[config.mk]
export PLATFORM = sky130hd
export DESIGN_NAME = contador_modn_flat
export DESIGN_NICKNAME = d
export VERILOG_FILES = /design/src/rtl/contador_modn_pkg.sv /design/src/rtl/contador_modn_if.sv /design/src/rtl/contador_modn.sv /design/src/flat_wrapper.sv
export SDC_FILE = /design/constraint.sdc
export NUM_CORES = 1
export LEC_CHECK = 0
export CORE_UTILIZATION = 32
export CTS_CLUSTER_DIAMETER = 40
export DETAILED_ROUTE_END_ITERATION = 7
export HOLD_SLACK_MARGIN = 0.08
export PLACE_DENSITY = 0.6
export SLEW_MARGIN = 20
export SYNTH_ARGS = -nofsm -noshare
export SYNTH_HDL_FRONTEND = slang
export SYNTH_SLANG_ARGS = --single-unit
[constraint.sdc]
create_clock -name clk -period 2.4 [get_ports clk]
set_input_delay 0.48 -clock clk [delete_from_list [all_inputs] [get_ports clk]]
set_output_delay 0.48 -clock clk [all_outputs]
set_load 0.01 [all_outputs]
[src/rtl/contador_modn_pkg.sv]
// rtl/contador_modn_pkg.sv - shared types and helpers for the modulo-N digit counter
package contador_modn_pkg;

  localparam int unsigned MOD_DEFAULT   = 6;
  localparam int unsigned WIDTH_DEFAULT = 4;

  typedef enum logic {
    DIR_DN = 1'b0,
    DIR_UP = 1'b1
  } dir_e;

  // Load values at or above the modulus are pulled back to the top digit value
  function automatic int unsigned clamp_mod(input int unsigned value, input int unsigned modulus);
    return (value >= modulus) ? (modulus - 1) : value;
  endfunction

endpackage

[src/rtl/contador_modn_if.sv]
// rtl/contador_modn_if.sv - control/status bundle between a timer and one counter digit
interface contador_modn_if #(
  parameter int unsigned WIDTH = 4
);
  logic             loadneg;
  logic [WIDTH-1:0] data;
  logic             en;
  logic             up;
  logic             oneshot;
  logic [WIDTH-1:0] out;
  logic             zero;
  logic             tc;
  logic             sat;
  logic             co;

  modport master (
    output loadneg, data, en, up, oneshot,
    input  out, zero, tc, sat, co
  );

  modport slave (
    input  loadneg, data, en, up, oneshot,
    output out, zero, tc, sat, co
  );
endinterface

[src/rtl/contador_modn.sv]
// rtl/contador_modn.sv - up/down modulo-N digit counter with load, one-shot saturation and cascade carry
module contador_modn
  import contador_modn_pkg::*;
#(
  parameter int unsigned MOD   = MOD_DEFAULT,
  parameter int unsigned WIDTH = WIDTH_DEFAULT
) (
  input  logic            clk,
  input  logic            clearneg,
  contador_modn_if.slave  bus
);

  generate
    if (MOD < 1 || (1 << WIDTH) < MOD) begin : g_bad_params
      $error("contador_modn: MOD must be >= 1 and fit in WIDTH bits");
    end
  endgenerate

  localparam logic [WIDTH-1:0] TERM_DN = '0;
  localparam logic [WIDTH-1:0] TERM_UP = WIDTH'(MOD - 1);

  logic [WIDTH-1:0] r_out;
  logic             r_zero;
  logic             r_tc;
  logic             r_sat;

  dir_e             w_dir;
  logic [WIDTH-1:0] w_term;
  logic [WIDTH-1:0] w_wrap;
  logic [WIDTH-1:0] w_next;
  logic [WIDTH-1:0] w_load;
  logic             w_at_term;
  logic             w_step;

  assign w_dir     = dir_e'(bus.up);
  assign w_term    = (w_dir == DIR_UP) ? TERM_UP : TERM_DN;
  assign w_wrap    = (w_dir == DIR_UP) ? TERM_DN : TERM_UP;
  assign w_at_term = (r_out == w_term);
  assign w_step    = bus.en & ~r_sat;
  assign w_load    = WIDTH'(clamp_mod(32'(bus.data), MOD));

  always_comb begin
    w_next = r_out;
    if (w_at_term) begin
      w_next = w_wrap;
    end else if (w_dir == DIR_UP) begin
      w_next = r_out + WIDTH'(1);
    end else begin
      w_next = r_out - WIDTH'(1);
    end
  end

  always_ff @(posedge clk or negedge clearneg) begin
    if (!clearneg) begin
      r_out  <= '0;
      r_zero <= 1'b1;
      r_tc   <= 1'b0;
      r_sat  <= 1'b0;
    end else if (!bus.loadneg) begin
      r_out  <= w_load;
      r_zero <= (w_load == '0);
      r_tc   <= 1'b0;
      r_sat  <= 1'b0;
    end else if (w_step) begin
      // A one-shot terminal step freezes the digit instead of issuing another pulse
      if (w_at_term && bus.oneshot) begin
        r_sat <= 1'b1;
        r_tc  <= 1'b0;
      end else begin
        r_out  <= w_next;
        r_zero <= (w_next == '0);
        r_tc   <= (w_next == w_term);
      end
    end else begin
      r_tc <= 1'b0;
    end
  end

  assign bus.out  = r_out;
  assign bus.zero = r_zero;
  assign bus.tc   = r_tc;
  assign bus.sat  = r_sat;
  assign bus.co   = bus.en & bus.loadneg & ~r_sat & ~bus.oneshot & w_at_term;

endmodule
[src/flat_wrapper.sv]
// flat-port wrapper written by rule: the top's interface ports become plain ports
module contador_modn_flat import contador_modn_pkg::*;
#(
  parameter int unsigned MOD   = MOD_DEFAULT,
  parameter int unsigned WIDTH = WIDTH_DEFAULT
)
  (clk, clearneg, bus_loadneg, bus_data, bus_en, bus_up, bus_oneshot, bus_out, bus_zero, bus_tc, bus_sat, bus_co);
  contador_modn_if #(.WIDTH(WIDTH)) bus_i ();
  input  logic clk;
  input  logic clearneg;
  input wire logic [$bits(bus_i.loadneg)-1:0] bus_loadneg;
  input wire logic [$bits(bus_i.data)-1:0] bus_data;
  input wire logic [$bits(bus_i.en)-1:0] bus_en;
  input wire logic [$bits(bus_i.up)-1:0] bus_up;
  input wire logic [$bits(bus_i.oneshot)-1:0] bus_oneshot;
  output wire logic [$bits(bus_i.out)-1:0] bus_out;
  output wire logic [$bits(bus_i.zero)-1:0] bus_zero;
  output wire logic [$bits(bus_i.tc)-1:0] bus_tc;
  output wire logic [$bits(bus_i.sat)-1:0] bus_sat;
  output wire logic [$bits(bus_i.co)-1:0] bus_co;
  assign bus_i.loadneg = bus_loadneg;
  assign bus_i.data = bus_data;
  assign bus_i.en = bus_en;
  assign bus_i.up = bus_up;
  assign bus_i.oneshot = bus_oneshot;
  assign bus_out = bus_i.out;
  assign bus_zero = bus_i.zero;
  assign bus_tc = bus_i.tc;
  assign bus_sat = bus_i.sat;
  assign bus_co = bus_i.co;
  contador_modn #(.MOD(MOD), .WIDTH(WIDTH)) u_core (.clk(clk), .clearneg(clearneg), .bus(bus_i));
endmodule
; ---- After elaboration in Yosys (flattened, before gate mapping)
; Cells that the tools add are included.
; W data, S select, Z words.
[word_totals]
reg_bits = 7
word_cells = 41
[op_classes]
addsub = 2
n_lt_le_gt_ge = 1
eq_ne = 5
muxes = 17
n_bitwise = 7
n_reduce_logical = 5
[ops]
columns = cell, count
row1 = $mux W4, 6
row2 = $mux W1, 9
row3 = $eq A4 B4 Y1, 2
row4 = $logic_not A4 Y1, 2
row5 = $mux W3, 2
row6 = $and A1 B1 Y1, 5
row7 = $add A4 B1 Y4 const B, 1
row8 = $ge A4 B3 Y1 const B, 1
row9 = $ne A2 B1 Y1 const B, 2
row10 = $reduce_and A2 Y1, 2
row11 = $sub A4 B1 Y4 const B, 1
row12 = $ne A2 B2 Y1 const B, 1
row13 = $not A1 Y1, 2
row14 = $logic_and A1 B1 Y1, 1

; ---- Logic depth before layout (Yosys ltp)
[depth]
word_depth = 7
ltp_mapped = 8
depth_no_buf = 7

; ---- Worst setup path before layout
; No wires, ideal clock.
[synth_path]
path_kind = input-to-output
start = input bus_up
end = output bus_co
arrival_time_ns = 1.569
path_slack_ns = 0.351
cell_stages = 5
path_cell_list = buf_2 > inv_1 > ha_1 > nand3_1 > nor3_1
[synth_between]
elab_chain_cells = 3
[synth_lines]
columns = element, line
row1 = "start, declared", flat_wrapper.sv:14  ; input wire logic [$bits(bus_i.up)-1:0] bus_up;
row2 = $mux W3, contador_modn.sv:36  ; assign w_term = (w_dir == DIR_UP) ? TERM_UP : TERM_DN;
row3 = $eq A4 B4 Y1, contador_modn.sv:38  ; assign w_at_term = (r_out == w_term);
row4 = $and A1 B1 Y1, contador_modn.sv:83  ; assign bus.co = bus.en & bus.loadneg & ~r_sat & ~bus.oneshot & w_at_term;
row5 = "end, declared", flat_wrapper.sv:20  ; output wire logic [$bits(bus_i.co)-1:0] bus_co;
; Every way passes these cells.

; ---- Worst setup path after layout
[layout_path]
start = input bus_up
end = register u_core.r_tc, in the netlist u_core.bus.tc
[layout_between]
elab_chain_cells = 7
[layout_lines]
columns = element, line
row1 = $mux W3, contador_modn.sv:36
row2 = $eq A4 B4 Y1, contador_modn.sv:38
row3 = $mux W4, contador_modn.sv:44  ; if (w_at_term) begin
row4 = $eq A4 B4 Y1, contador_modn.sv:72  ; r_tc <= (w_next == w_term);
row5 = $mux W1 *, contador_modn.sv:66  ; if (w_at_term && bus.oneshot) begin
row6 = $mux W1 *, contador_modn.sv:64  ; end else if (w_step) begin
row7 = $mux W1 *, contador_modn.sv:59  ; end else if (!bus.loadneg) begin
row8 = "end signal, assigned", contador_modn.sv:72
row9 = "end, declared", contador_modn.sv:24  ; logic r_tc;
; Mark *: on every way between the ends. The rest lies on a longest branch, timed or not.
; A chain may end at the register's enable or synchronous reset.

==> summary.txt <==
Cells and area
  – Final core occ: 53.7%
  – Fillers: 163
  – Non-Filler Instances: 107
  – # diodes: 0
  – Design area: 847 um^2
  – Area growth syn-to-layout: 50.8%
  – Layout cell share with drive strength beyond 1: 24.2%
  – Final #Nets: 105

Floorplan
  – Top Ports: 18
  – Starting Density: 35.6%
  – Row count: 14
  – Die X: 43.9 um
  – Die footprint: 0.00193 mm^2
  – Core area: 0.00158 mm^2
  – Die Ht: 43.9 um

Power and ir drop
  – Final Total Pwr: 636 uW
  – Seq pwr share: 27.7%
  – Max VDD drop: 329 uV
  – Logic gate share of total power: 55.8%
  – Clock power frac: 16.5%
  – P_sw: 234 uW
  – Int Pwr: 402 uW
  – PwrDens: 751 mW/mm^2
  – Leakage: 0.000371 uW
  – Switching Share: 36.9%

Synth
  – Area contributors post-synth: dfrtp_1 27%, xnor2_1 6.2%, a21oi_1 5.3%
  – Asr flop ratio synth: 100%
  – Post-synthesis sequential area ratio: 31.4%
  – Flops & latches, synth: 7
  – Post-synth EDFFs: 0
  – Commonest cells post-synth: 6 x a21oi_1, 6 x dfrtp_1, 6 x nand2_1
  – Primary FF master, synth: dfrtp_1
  – Synthesized area: 562 um^2
  – Syn Inst Count: 61
  – Avg Cell Area, Syn: 9.21 um^2
  – Share of the synthesized area in the top cell type: 26.7%
  – Synth area leader: dfrtp_1
  – Post-synth cell types: 31
  – Ys Warns: 0
  – Net Count, Synth: 74

Critical path
  – Startpoint types: input port
  – Critical-path maximum fanout: 7
  – FF-to-FF Start: u_core.bus.out[0]
  – Worst Path Required: 2.54 ns
  – Crit. End Element: register
  – Critical path class: in -> reg
  – Critical Path AT: 2.41 ns
  – Setup slack, reg-to-reg: 0.40 ns
  – R2r worst-path depth: 6
  – Crit Reg-Reg Endpoint: u_core.bus.tc

Worst hold path
  – Min-delay worst type: in -> async

STA
  – Rel. slew slack: 73.3%
  – Worst Tran Pin Value: 0.390 ns
  – Clock Skew: 0.00111 ns
  – Fmax: 0.440 GHz
  – Final Cycle Share: 94.7%
  – Final Hold Vio Count: 0
  – Finish-stage setup viols: 0
  – RSZ-0062 raised after global routing: no
  – Fin. max-slew vios: 0
  – Hold Slack: 0.500 ns
  – Min Tclk post-route: 2.27 ns

Clock tree
  – Clock root cell: clkbuf_4
  – CTS sink count: 7
  – Clock slew at reported path FFs: 0.05 ns
  – CTS tree: built
  – Worst-Skew Late Latency: 0.25 ns
  – Num CTS Buffers: 3
  – Hold_buf cts: 0
  – H-tree levels: 1
  – Clock Tree Buf Depth: 2

Place
  – Placed Cells incl. Taps: 103
  – IO buf count: 17
  – DPL Wire Length: 1.11 mm
  – RD Place Congestion: 0.763
  – Dpl cell area: 826 um^2

Routing
  – Routed WL per cell: 12.5 um
  – Initial drt markers: 14
  – Final ANT Viol Nets: 0
  – DR vias: 558
  – Total Wirelength: 1.34 mm
  – Vias per cell: 5.21
  – DRC errors left: 0
  – DR pass1 iterations: 6

GRT
  – Largest net degree at the start of global routing: 10
  – Vias in the first global route: 590
  – Total Routing Usage GR: 16.6%
  – Initial antenna violation count: 0
  – First-pass GRT wire length: 2.39 mm
  – Gr ovfl total: 0

Outcome
  – Outcome: finished clean

Run
  – Max-cap viol count: 0
## critical path, stage by stage
cell	delay (ns)
clkdlybuf4s50_1	0.42
buf_4	0.15
buf_4	0.16
fa_1	0.42
o41ai_1	0.28
a211o_1	0.20
a21oi_1	0.07
nor4_1	0.24
## cell type report
class / count / area, um^2 / share of cell area, %
repair buffers: 28 / 248 / 29.2
flip-flops and latches: 7 / 176 / 20.8
multi-input cells: 49 / 365 / 43.1
well taps: 16 / 20.0 / 2.36
clock buffers: 4 / 26.3 / 3.10
inverters: 3 / 11.3 / 1.33
## sequential cells by signal (all words and copies together) (netlist names)
signal,flops
u_core.bus.zero,1
u_core.bus.out,4
u_core.bus.sat,1
u_core.bus.tc,1
## worst max-delay path by stage
stage           start       endpoint  slack (ns)
2_1_floorplan  bus_up         bus_co        0.35
3_5_place_dp   bus_up         bus_co       -0.23
5_1_grt        bus_up  u_core.bus.tc        0.04
3_3_place_gp   bus_up         bus_co       -0.20
4_1_cts        bus_up         bus_co        0.05
6_report       bus_up  u_core.bus.tc        0.13
## layout by cell type, fill, tap and decap left out, types with 2 or more instances in the layout
cell             instances
a21oi_1                  6
buf_4                   11
clkbuf_4                 3
clkdlybuf4s50_1         16
dfrtp_1                  6
ha_1                     2
inv_1                    3
mux2i_1                  3
nand2_1                  6
nand3b_1                 2
nor2_1                   5
nor3_1                   3
xnor2_1                  4
## routing by layer
layer	wire, um	part of all wire [%]	vias up	GRT usage (%)
li1	-	-	280	-
met1	644	48	260	20.9
met2	623	46	18	28.7
met3	72	5.4	0	5.00
met4	0	0	0	2.42
met5	0	0	-	0
## metrics by stage
step / TNS, ns / setup slack (ns)
after floorplan: 0 / 0.351
after global placement: -0.424 / -0.205
after detailed placement: -0.427 / -0.228
after CTS: 0 / 0.0536
after global routing: 0 / 0.0380
final: 0 / 0.127
## power by group through the flow
stage	combinational [uW]	sequential (uW)	clock, uW
finish	355	176	105
global route	391	181	116
CTS	357	177	110
detailed placement	356	178	0
global placement	352	179	0
floorplan	197	181	0
## what timing repair did
action | 4_1_cts | 5_1_grt
setup endpoints to repair | 1 | 1
gates resized for setup | 1 | 2
setup buffers | 0 | 0
## cells by family (layout without fill, tap and decap cells)
family | count (synthesis) | in the layout | synth area share, %
AND/OR/NAND/NOR | 23 | 23 | 22.3
multiplexers | 3 | 3 | 5.35
buffers and inverters | 5 | 35 | 3.56
AO/OA/AOI/OAI | 14 | 14 | 18.7
XOR/XNOR | 6 | 6 | 10.7
flip-flops | 7 | 7 | 31.4
adder cells (fa/ha/maj) | 3 | 3 | 8.02
(Power assumes the default switching activity.)
